[config.mk]
export PLATFORM = sky130hd
export DESIGN_NAME = edge_event_arbiter
export DESIGN_NICKNAME = d
export VERILOG_FILES = /design/src/rtl/edge_evt_pkg.sv /design/src/rtl/edge_debounce_ch.sv /design/src/rtl/edge_event_arbiter.sv
export SDC_FILE = /design/constraint.sdc
export NUM_CORES = 1
export LEC_CHECK = 0
export CAP_MARGIN = 20
export CORE_MARGIN = 2
export CORE_UTILIZATION = 25
export CTS_CLUSTER_DIAMETER = 150
export DETAILED_ROUTE_END_ITERATION = 8
export GPL_ROUTABILITY_DRIVEN = 0
export SLEW_MARGIN = 5
export SYNTH_ARGS = -nofsm -noshare
export SYNTH_HDL_FRONTEND = slang
export SYNTH_SLANG_ARGS = --single-unit
[constraint.sdc]
create_clock -name clk -period 2.6 [get_ports clk]
set_input_delay 0.52 -clock clk [delete_from_list [all_inputs] [get_ports clk]]
set_output_delay 0.52 -clock clk [all_outputs]
set_load 0.01 [all_outputs]
[src/rtl/edge_evt_pkg.sv]
// Shared types, constants and the round-robin pick used by the edge event arbiter.
package edge_evt_pkg;

  typedef enum logic {
    IDLE  = 1'b0,
    OFFER = 1'b1
  } arb_state_e;

  localparam int DEFAULT_DEBOUNCE_CYC = 16;
  localparam int MAX_CH               = 16;
  localparam int MAX_ID_W             = 4;

  // First set bit of mask scanning upward from last+1, wrapping at n_ch.
  function automatic logic [MAX_ID_W-1:0] rr_next(
    input logic [MAX_CH-1:0]   mask,
    input logic [MAX_ID_W-1:0] last,
    input int unsigned         n_ch
  );
    logic [MAX_ID_W-1:0] sel;
    logic                found;
    logic [MAX_ID_W:0]   idx;
    sel   = '0;
    found = 1'b0;
    for (int unsigned k = 1; k <= MAX_CH; k++) begin
      idx = {1'b0, last} + (MAX_ID_W + 1)'(k);
      if (idx >= (MAX_ID_W + 1)'(n_ch)) begin
        idx = idx - (MAX_ID_W + 1)'(n_ch);
      end
      if (!found && (k <= n_ch) && mask[idx[MAX_ID_W-1:0]]) begin
        sel   = idx[MAX_ID_W-1:0];
        found = 1'b1;
      end
    end
    return sel;
  endfunction

endpackage

[src/rtl/edge_debounce_ch.sv]
// One input lane: 2-flop synchroniser, debounce counter, stable level and a
// one-cycle falling-edge pulse (fall_o) the cycle after stable drops to 0.
module edge_debounce_ch
  import edge_evt_pkg::*;
#(
  parameter int DEBOUNCE_CYC = DEFAULT_DEBOUNCE_CYC
) (
  input  logic clk,
  input  logic rst,
  input  logic raw_i,
  output logic fall_o
);

  localparam int               CNT_W    = $clog2(DEBOUNCE_CYC + 1);
  localparam logic [CNT_W-1:0] CNT_LAST = CNT_W'(DEBOUNCE_CYC - 1);

  logic             sync1_q;
  logic             sync2_q;
  logic             stable_q;
  logic             stable_d;
  logic             stable_dly_q;
  logic [CNT_W-1:0] cnt_q;
  logic [CNT_W-1:0] cnt_d;

  always_ff @(posedge clk or posedge rst) begin
    if (rst) begin
      sync1_q      <= 1'b1;
      sync2_q      <= 1'b1;
      stable_q     <= 1'b1;
      stable_dly_q <= 1'b1;
      cnt_q        <= '0;
    end else begin
      sync1_q      <= raw_i;
      sync2_q      <= sync1_q;
      stable_q     <= stable_d;
      stable_dly_q <= stable_q;
      cnt_q        <= cnt_d;
    end
  end

  // Any cycle of agreement restarts the count, so short glitches never land.
  always_comb begin
    stable_d = stable_q;
    cnt_d    = '0;
    if (sync2_q != stable_q) begin
      if (cnt_q == CNT_LAST) begin
        stable_d = sync2_q;
      end else begin
        cnt_d = cnt_q + CNT_W'(1);
      end
    end
  end

  assign fall_o = stable_dly_q & ~stable_q;

endmodule

[src/rtl/edge_event_arbiter.sv]
// Debounced falling-edge capture on N_CH active-low lines, latched as pending
// events and offered one at a time, round-robin, over a valid/ready handshake.
module edge_event_arbiter
  import edge_evt_pkg::*;
#(
  parameter int N_CH         = 4,
  parameter int DEBOUNCE_CYC = DEFAULT_DEBOUNCE_CYC,
  parameter int ID_W         = $clog2(N_CH)
) (
  input  logic            clk,
  input  logic            rst,
  input  logic [N_CH-1:0] signal_in,
  input  logic [N_CH-1:0] ch_enable,
  output logic            evt_valid,
  input  logic            evt_ready,
  output logic [ID_W-1:0] evt_id,
  output logic [N_CH-1:0] pending,
  output logic [N_CH-1:0] overrun,
  input  logic [N_CH-1:0] clr_overrun
);

  logic [N_CH-1:0] fall;
  logic [N_CH-1:0] edge_set;
  logic [N_CH-1:0] grant_clr;
  logic [N_CH-1:0] pending_q;
  logic [N_CH-1:0] pending_d;
  logic [N_CH-1:0] overrun_q;
  logic [N_CH-1:0] overrun_d;
  logic            accept;

  arb_state_e      state_q;
  arb_state_e      state_d;
  logic [ID_W-1:0] evt_id_q;
  logic [ID_W-1:0] evt_id_d;
  logic [ID_W-1:0] last_grant_q;
  logic [ID_W-1:0] last_grant_d;

  for (genvar g = 0; g < N_CH; g++) begin : g_ch
    edge_debounce_ch #(
      .DEBOUNCE_CYC(DEBOUNCE_CYC)
    ) u_deb (
      .clk   (clk),
      .rst   (rst),
      .raw_i (signal_in[g]),
      .fall_o(fall[g])
    );
  end

  assign accept   = (state_q == OFFER) && evt_ready;
  assign edge_set = fall & ch_enable;

  always_comb begin
    grant_clr = '0;
    if (accept) begin
      grant_clr[evt_id_q] = 1'b1;
    end
  end

  // A fresh edge beats the grant clear; only an edge on a still-pending
  // channel counts as an overrun.
  always_comb begin
    pending_d = (pending_q & ~grant_clr) | edge_set;
    overrun_d = (overrun_q & ~clr_overrun) | (edge_set & pending_q & ~grant_clr);
  end

  always_ff @(posedge clk or posedge rst) begin
    if (rst) begin
      pending_q <= '0;
      overrun_q <= '0;
    end else begin
      pending_q <= pending_d;
      overrun_q <= overrun_d;
    end
  end

  always_ff @(posedge clk or posedge rst) begin
    if (rst) begin
      state_q      <= IDLE;
      evt_id_q     <= '0;
      last_grant_q <= ID_W'(N_CH - 1);
    end else begin
      state_q      <= state_d;
      evt_id_q     <= evt_id_d;
      last_grant_q <= last_grant_d;
    end
  end

  always_comb begin
    state_d      = state_q;
    evt_id_d     = evt_id_q;
    last_grant_d = last_grant_q;
    case (state_q)
      IDLE: begin
        if (|pending_q) begin
          evt_id_d = ID_W'(rr_next(MAX_CH'(pending_q), MAX_ID_W'(last_grant_q), N_CH));
          state_d  = OFFER;
        end
      end
      OFFER: begin
        if (evt_ready) begin
          last_grant_d = evt_id_q;
          state_d      = IDLE;
        end
      end
      default: state_d = IDLE;
    endcase
  end

  always_comb begin
    evt_valid = (state_q == OFFER);
  end

  assign evt_id  = evt_id_q;
  assign pending = pending_q;
  assign overrun = overrun_q;

endmodule

==> results of run 1 <==
flip-flops by register name, indices dropped and copies added, names as in the netlist:
register / flops
g_ch.u_deb.sync1_q: 4
pending: 4
g_ch.u_deb.stable_q: 4
overrun: 4
evt_id: 2
evt_valid: 1
g_ch.u_deb.cnt_q: 20
g_ch.u_deb.stable_dly_q: 4
last_grant_q: 2
g_ch.u_deb.sync2_q: 4
layout by cell type (no fill, tap or decap), drive strengths merged, types with 7 or more instances in the layout:
master,count
and2,7
clkdlybuf4s50,25
dfrtp,31
dfstp,18
ha,9
inv,11
nand2,12
nand3,9
nor2,17
o21ai,10
xor2,12
metrics by stage:
step,power (mW),util
floorplan,0.8960,-
global placement,0.9528,0.3076
detailed placement,0.9557,0.3076
CTS,1.615,0.3241
global route,1.663,0.3241
finish,1.585,0.3241
cell families (layout without fill, tap and decap cells):
logic type,Yosys count,after routing
buf+inv,12,45
compound gates,28,28
mux,10,10
xor+xnor,12,12
simple gates,62,62
flops,49,49
fa+ha+maj,9,9
metal layers:
layer  GRT usage  vias to the layer above  routed length, um
li1            -                      687                  -
met3     0.02601                        2                167
met4     0.02600                        0                 19
met1      0.1185                      683               1846
met5           0                        -                  0
met2      0.1469                       27               1907
final cells by class:
cell class / count / area (sq um) / area share
Multi-Input combinational cell: 121 / 857.1 / 0.3186
Sequential cell: 49 / 1249 / 0.4642
Timing Repair Buffer: 27 / 277.8 / 0.1033
Tap cell: 105 / 131.4 / 0.04884
Inverter: 10 / 37.54 / 0.01395
Clock inverter: 3 / 68.82 / 0.02558
Clock buffer: 5 / 68.82 / 0.02558
worst max-delay path: stages, from the launching register on:
cell	delay, ns
dfstp_2	0.65
inv_1	0.09
ha_1	0.36
mux4_2	0.51
a21boi_4	0.17
a31o_1	0.18
o211ai_1	0.15
a21oi_1	0.08
synthesized netlist by cell type:
cell	number	area [sq um]
a31o_2	1	8.760
nor3_1	1	5.000
buf_6	1	11.26
o21ai_1	6	30.03
o211ai_1	1	7.510
o21bai_1	1	7.510
a41oi_2	1	16.27
o31ai_1	2	15.01
nor3b_1	3	22.52
ha_1	9	112.6
a211o_1	1	8.760
nand2_1	11	41.29
nand2b_1	2	12.51
a21oi_1	3	15.01
nand3_1	9	45.04
and2_1	7	43.79
mux2_2	5	56.30
mux2i_1	3	30.03
nor2b_1	1	6.260
and3_1	4	25.02
a31o_1	1	8.760
mux2_4	1	15.01
o21ai_0	4	20.02
dfrtp_1	31	775.7
o2111ai_1	1	8.760
mux4_2	1	22.52
o22ai_1	4	25.02
xor2_1	12	105.1
or2_4	1	8.760
a21boi_4	1	18.77
nand3b_1	4	30.03
nor2_1	17	63.81
inv_1	10	37.54
a21oi_2	1	8.760
dfstp_2	18	473.0
nor4_1	1	6.260
nand2_2	1	6.260
buf_2	1	5.000
power breakdown:
group / internal [mW] / switching, mW
Combinational: 0.0597 / 0.0522
Sequential: 0.797 / 0.0300
Clock: 0.387 / 0.259
Total: 1.24 / 0.341
worst max path at each step:
| stage | to | slack, ns | cells after the start |
|---|---|---|---|
| floorplan | evt_id[0] | 0.33 | 8 |
| global placement | evt_id[0] | 0.34 | 7 |
| detailed placement | evt_id[0] | 0.30 | 7 |
| CTS | evt_id[0] | 0.29 | 7 |
| global route | evt_id[0] | 0.16 | 7 |
| finish | evt_id[0] | 0.29 | 7 |
==> run_results.csv, run 1 <==
group,metric,value,unit
clock_network,cts_max_path_buffers,2,
job,drv_cap,0,
synthesis,synth-seq-cells,49,
clock_network,postCtsHoldBufs,0,
sta,worst_slack,0.2912,ns
synthesis,syn_inst,182,
worst_setup_path,critical_path_arrival,2.49,ns
sta,finalSetupViolations,0,
clock_network,cts.sinks,49,
power_and_ir_drop,peakVddDrop,0.2968,mV
worst_setup_path,critical_path.reg2reg.endpoint,"evt_id[0]",
sta,final.min_clock_period,2.309,ns
sta,fmax,433.1,MHz
grt,grt_pass1_vias,1466,
final_layout,finalNetCount,238,
synthesis,synth-compound-area-share,0.09212,
worst_hold_path,whs_endpoint,"g_ch[1].u_deb.sync2_q",
sta,fin_skew,0.007276,ns
grt,grt_first_pass_wirelength,7010,um
worst_hold_path,whs_path_depth,0,
synthesis,muxShareOfSynthArea,0.05736,
final_layout,area_growth,24.57,%
floorplanning,initial_utilization,0.2602,
sta,drv_slew,0,
clock_network,clockRootBuffer,"clkbuf_8",
floorplanning,die_y,96.94,um
sta,relSlewSlack,0.6772,
power_and_ir_drop,power_density,589.2,nW/um^2
detailed_routing,ant_nets,0,
clock_network,cts_made_buffers,5,
placement,dp.final_hpwl,2892,um
worst_setup_path,start_kind,"flop",
sta,hold_viol,0,
final_layout,design_area,2690,sq um
floorplanning,pin_count,26,
final_layout,n_antenna_cell,0,
worst_setup_path,reg2reg_depth,7,
worst_setup_path,crit_type,"reg2reg",
final_layout,fin_cells,320,
placement,portBuffers,25,
clock_network,htreeDepth,2,
worst_setup_path,r2r_start,"last_grant_q[1]",
sta,holdWs,0.3526,ns
synthesis,netlist_area,2160,sq um
worst_setup_path,regToRegSetupSlack,0.29,ns
sta,tightestPinTransition,0.4798,ns
run_status,outcome,"completed",
floorplanning,die_x,96.94,um
detailed_routing,num_vias,1399,
synthesis,yosys.area_share.simple,0.1466,
final_layout,fillers,821,
detailed_routing,routedWlPerCell,12.31,um
clock_network,postCtsSetupRepairBufs,0,
synthesis,yosysUniqueCellTypes,38,
detailed_routing,viasPerCell,4.372,
clock_network,clkTransAtPathRegs,0.10,ns
grt,antenna_found_initial,0,
clock_network,cts_tree,"done",
detailed_routing,initialDrtViolationCount,72,
detailed_routing,dr.pass1.iters,4,
placement,placedInstanceArea,2552,sq um
worst_setup_path,cp-startpoint,"last_grant_q[1]",
detailed_routing,post-route-drc-count,0,
synthesis,seq_area_frac_synth,0.5782,
sta,rsz0062_at_grt,"no",
synthesis,synthXorXnorAreaFrac,0.04867,
sta,fin_setup_tns,0,ns
synthesis,synth_top_family_by_area,"simple AND/OR/NAND/NOR gates",
placement,dp_cells,312,
worst_hold_path,hold_path.class,"reg2reg",
floorplanning,core,8299,sq um
clock_network,worstSkewPairLatency,0.30,ns
synthesis,yosysWarnings,0,
synthesis,yosys.area_share.adder,0.05214,
placement,post-place-ws,0.2993,ns
grt,grt.total_usage,0.09074,
floorplanning,die_area,9397,sq um
floorplanning,placementRows,33,
power_and_ir_drop,p_leak,1.190,nW
worst_setup_path,worstPathRequired,2.79,ns
worst_hold_path,worstHoldStart,"g_ch[1].u_deb.sync1_q",
synthesis,avgSynthCellArea,11.87,sq um
worst_setup_path,path_max_fanout,11,
worst_setup_path,end_kind,"flop",
final_layout,drive_gt1_frac,0.1953,
clock_network,cts_resized,0,
grt,grt_max_degree,28,
sta,post-route-period-util,0.8880,
detailed_routing,finalWirelength,3940,um
grt,gr-total-overflow,0,
synthesis,syn_nets,206,
Power figures use the tool's default switching activity.
==> run 2, diff against run 1 <==
--- a/config.mk
+++ b/config.mk
@@ -8,7 +8,7 @@
 export CAP_MARGIN = 20
 export CORE_MARGIN = 2
 export CORE_UTILIZATION = 25
-export CTS_CLUSTER_DIAMETER = 150
+export CTS_CLUSTER_DIAMETER = 120
 export DETAILED_ROUTE_END_ITERATION = 8
 export GPL_ROUTABILITY_DRIVEN = 0
 export SLEW_MARGIN = 5
==> results of run 2 <==
No change in the layout: final DEF, timing and power equal those of run 1.
==> run 3, diff against run 2 <==
--- a/config.mk
+++ b/config.mk
@@ -5,9 +5,10 @@
 export SDC_FILE = /design/constraint.sdc
 export NUM_CORES = 1
 export LEC_CHECK = 0
+export ABC_AREA = 1
 export CAP_MARGIN = 20
 export CORE_MARGIN = 2
-export CORE_UTILIZATION = 25
+export CORE_UTILIZATION = 35
 export CTS_CLUSTER_DIAMETER = 120
 export DETAILED_ROUTE_END_ITERATION = 8
 export GPL_ROUTABILITY_DRIVEN = 0
==> run 3 against run 2 <==
- largest cell class unchanged
- largest power group unchanged
- clock-buffer cell count rose by 1
- fmax rose by 23%
- critical path depth is 6 lower
- power grew 0.17%
- clock skew is essentially flat
==> run_results.csv, run 3 <==
group,metric,value,unit
worst_setup_path,crit_family,"buffers and inverters",
floorplanning,die_area,6815,sq um
floorplanning,placementRows,28,
detailed_routing,ant_nets,0,
worst_setup_path,worstPathRequired,2.08,ns
synthesis,synth_top_area_share,0.3592,
power_and_ir_drop,comb_power_share,0.166,
final_layout,final_cell_mix,"nand2_1, dfrtp_1, inv_1",
detailed_routing,wl_met3,90,um
sta,worst_slack,0.7282,ns
sta,final.min_clock_period,1.872,ns
placement,portBuffers,25,
job,drv_cap,0,
worst_setup_path,start_kind,"flop",
clock_network,clockRootBuffer,"clkbuf_8",
detailed_routing,wl_met1,1654,um
final_layout,seqCellArea,1249,sq um
power_and_ir_drop,internal_power,1.140,mW
detailed_routing,viasPerCell,4.553,
clock_network,htreeDepth,2,
detailed_routing,num_vias,1448,
synthesis,netlist_area,2160,sq um
final_layout,finalNetCount,266,
synthesis,synth.most_common_cell,"nand2_1",
detailed_routing,dr_wl_met2,1818,um
clock_network,clkTransAtPathRegs,0.09,ns
sta,drv_slew,0,
detailed_routing,finalWirelength,3604,um
worst_setup_path,cp.buffers_inverters,1,
placement,post-place-ws,0.7619,ns
detailed_routing,routed.top_layer,"met4",
synthesis,synthTopCellsByCount,"nand2_1, dfrtp_1, inv_1",
grt,grt_max_degree,50,
grt,grt_first_pass_wirelength,6168,um
clock_network,cts_made_buffers,5,
final_layout,multiInputGateArea,802.0,sq um
synthesis,syn_nets,233,
grt,antenna_found_initial,0,
floorplanning,die_x,82.55,um
synthesis,synth.area.top_cells,"dfrtp_1, dfstp_2, nand2_1",
power_and_ir_drop,clkPwrFrac,0.297,
floorplanning,pin_count,26,
synthesis,avgSynthCellArea,10.33,sq um
power_and_ir_drop,switchingPower,0.4477,mW
worst_setup_path,regToRegSetupSlack,0.75,ns
sta,rsz0062_at_grt,"no",
detailed_routing,dr.pass1.iters,4,
synthesis,yosysUniqueCellTypes,25,
power_and_ir_drop,power_density,608.3,nW/um^2
final_layout,mostFrequentLayoutCell,"nand2_1",
floorplanning,core,5956,sq um
sta,finalSetupViolations,0,
power_and_ir_drop,peakVddDrop,0.2507,mV
final_layout,drive_gt1_frac,0.1770,
clock_network,worstSkewPairLatency,0.30,ns
detailed_routing,initialDrtViolationCount,43,
detailed_routing,post-route-drc-count,0,
sta,relSlewSlack,0.5970,
worst_setup_path,worstPathCellList,"clkdlybuf4s50_1",
sta,tightestPinTransition,0.6046,ns
clock_network,cts.sinks,49,
final_layout,area_growth,20.86,%
worst_setup_path,crit_type,"reg2out",
power_and_ir_drop,p_leak,1.207,nW
synthesis,synth-seq-cells,49,
final_layout,fillers,584,
synthesis,synth_top_cell_by_area,"dfrtp_1",
clock_network,cts_resized,0,
clock_network,postCtsHoldBufs,0,
worst_setup_path,end_kind,"primary output",
grt,grt_pass1_vias,1425,
worst_setup_path,path_max_fanout,6,
floorplanning,die_y,82.55,um
synthesis,yosysWarnings,0,
placement,dp.final_hpwl,2635,um
run_status,outcome,"completed",
final_layout,n_antenna_cell,0,
floorplanning,initial_utilization,0.3626,
grt,gr-total-overflow,0,
power_and_ir_drop,swShare,0.2819,
worst_setup_path,critical_path_arrival,1.35,ns
power_and_ir_drop,p_seq_frac,0.537,
sta,post-route-period-util,0.7199,
clock_network,cts_max_path_buffers,2,
worst_setup_path,crit_path_top_delay_cell,"clkdlybuf4s50_1",
synthesis,synth_ff_type,"dfrtp_1",
worst_hold_path,hold_path.class,"reg2reg",
sta,fmax,534.2,MHz
sta,fin_skew,0.006829,ns
clock_network,cts_tree,"done",
sta,hold_viol,0,
detailed_routing,routedWlPerCell,11.33,um
worst_setup_path,critPathMaxStageDelay,0.58,ns
grt,grt.total_usage,0.1220,
clock_network,postCtsSetupRepairBufs,0,
synthesis,syn_inst,209,
sta,fin_setup_tns,0,ns
synthesis,synth_edf_count,0,
final_layout,largest_register_ffs,20,
synthesis,async_reset_ff_frac,1.000,
final_layout,largest-register,"g_ch.u_deb.cnt_q",
synthesis,seq_area_frac_synth,0.5782,
==> run 3: changes by cell type after synthesis, moves of 6 or more <==
| cell | before | now |
|---|---|---|
| o21ai_0 | 4 | 10 |
| inv_1 | 10 | 27 |
| xor2_1 | 12 | 4 |
| and2_1 | 7 | 0 |
| nand2_1 | 11 | 33 |
==> run 3: worst paths after layout <==
check	startpoint	end	depth (start not counted)
setup / recovery	evt_id[1]	evt_id[1]	1
setup reg to reg	last_grant_q[0]	evt_id[0]	10
min in group asynchronous	rst	g_ch[0].u_deb.cnt_q[1]	3
hold / removal	g_ch[0].u_deb.sync1_q	g_ch[0].u_deb.sync2_q	0
max in group asynchronous	rst	overrun[3]	3
hold reg to reg	g_ch[0].u_deb.sync1_q	g_ch[0].u_deb.sync2_q	0
==> run 3: through the flow <==
step	power [mW]	util	instances	area, sq um	hold WS, ns
final	1.588	0.4382	318	2610	0.3604
after global routing	1.691	0.4382	318	2610	0.3636
after CTS	1.622	0.4382	318	2610	0.3621
after detailed placement	1.133	0.4216	310	2511	0.3482
after global placement	1.126	0.4216	310	2511	0.3467
after floorplan	1.041	-	209	2160	0.3452
==> run 3: logic make-up after synthesis <==
| kind of cell | count (synthesis) | synth area share |
|---|---|---|
| and+or+nand+nor | 89 | 0.2138 |
| xor gates and xnor gates | 8 | 0.03244 |
| muxes | 4 | 0.02086 |
| DFF | 49 | 0.5782 |
| adders and majority gates | 9 | 0.05214 |
| buffers and inverters | 29 | 0.05041 |
| AOI/OAI and AO/OA | 21 | 0.05214 |
==> run 3: layout make-up <==
type                       instances  area share
sequential                        49      0.4784
multi-input combinational        131      0.3073
timing repair buffer              26     0.09875
inverter                          29     0.04171
tap                               75     0.03595
clock buffer                       6     0.03164
clock inverter                     2    0.006232
==> run 3: layer usage <==
layer,vias to the layer above,GRT usage
met1,688,0.1369
met2,17,0.2137
li1,741,-
met4,0,0.05902
met5,-,0
met3,2,0.03261
==> run 3: power groups by stage <==
stage	Clock, mW	Sequential [mW]	Combinational [mW]
after floorplan	0	0.859	0.182
after global placement	0	0.867	0.259
after detailed placement	0	0.868	0.265
after CTS	0.502	0.854	0.266
after global routing	0.530	0.860	0.301
final	0.471	0.853	0.263
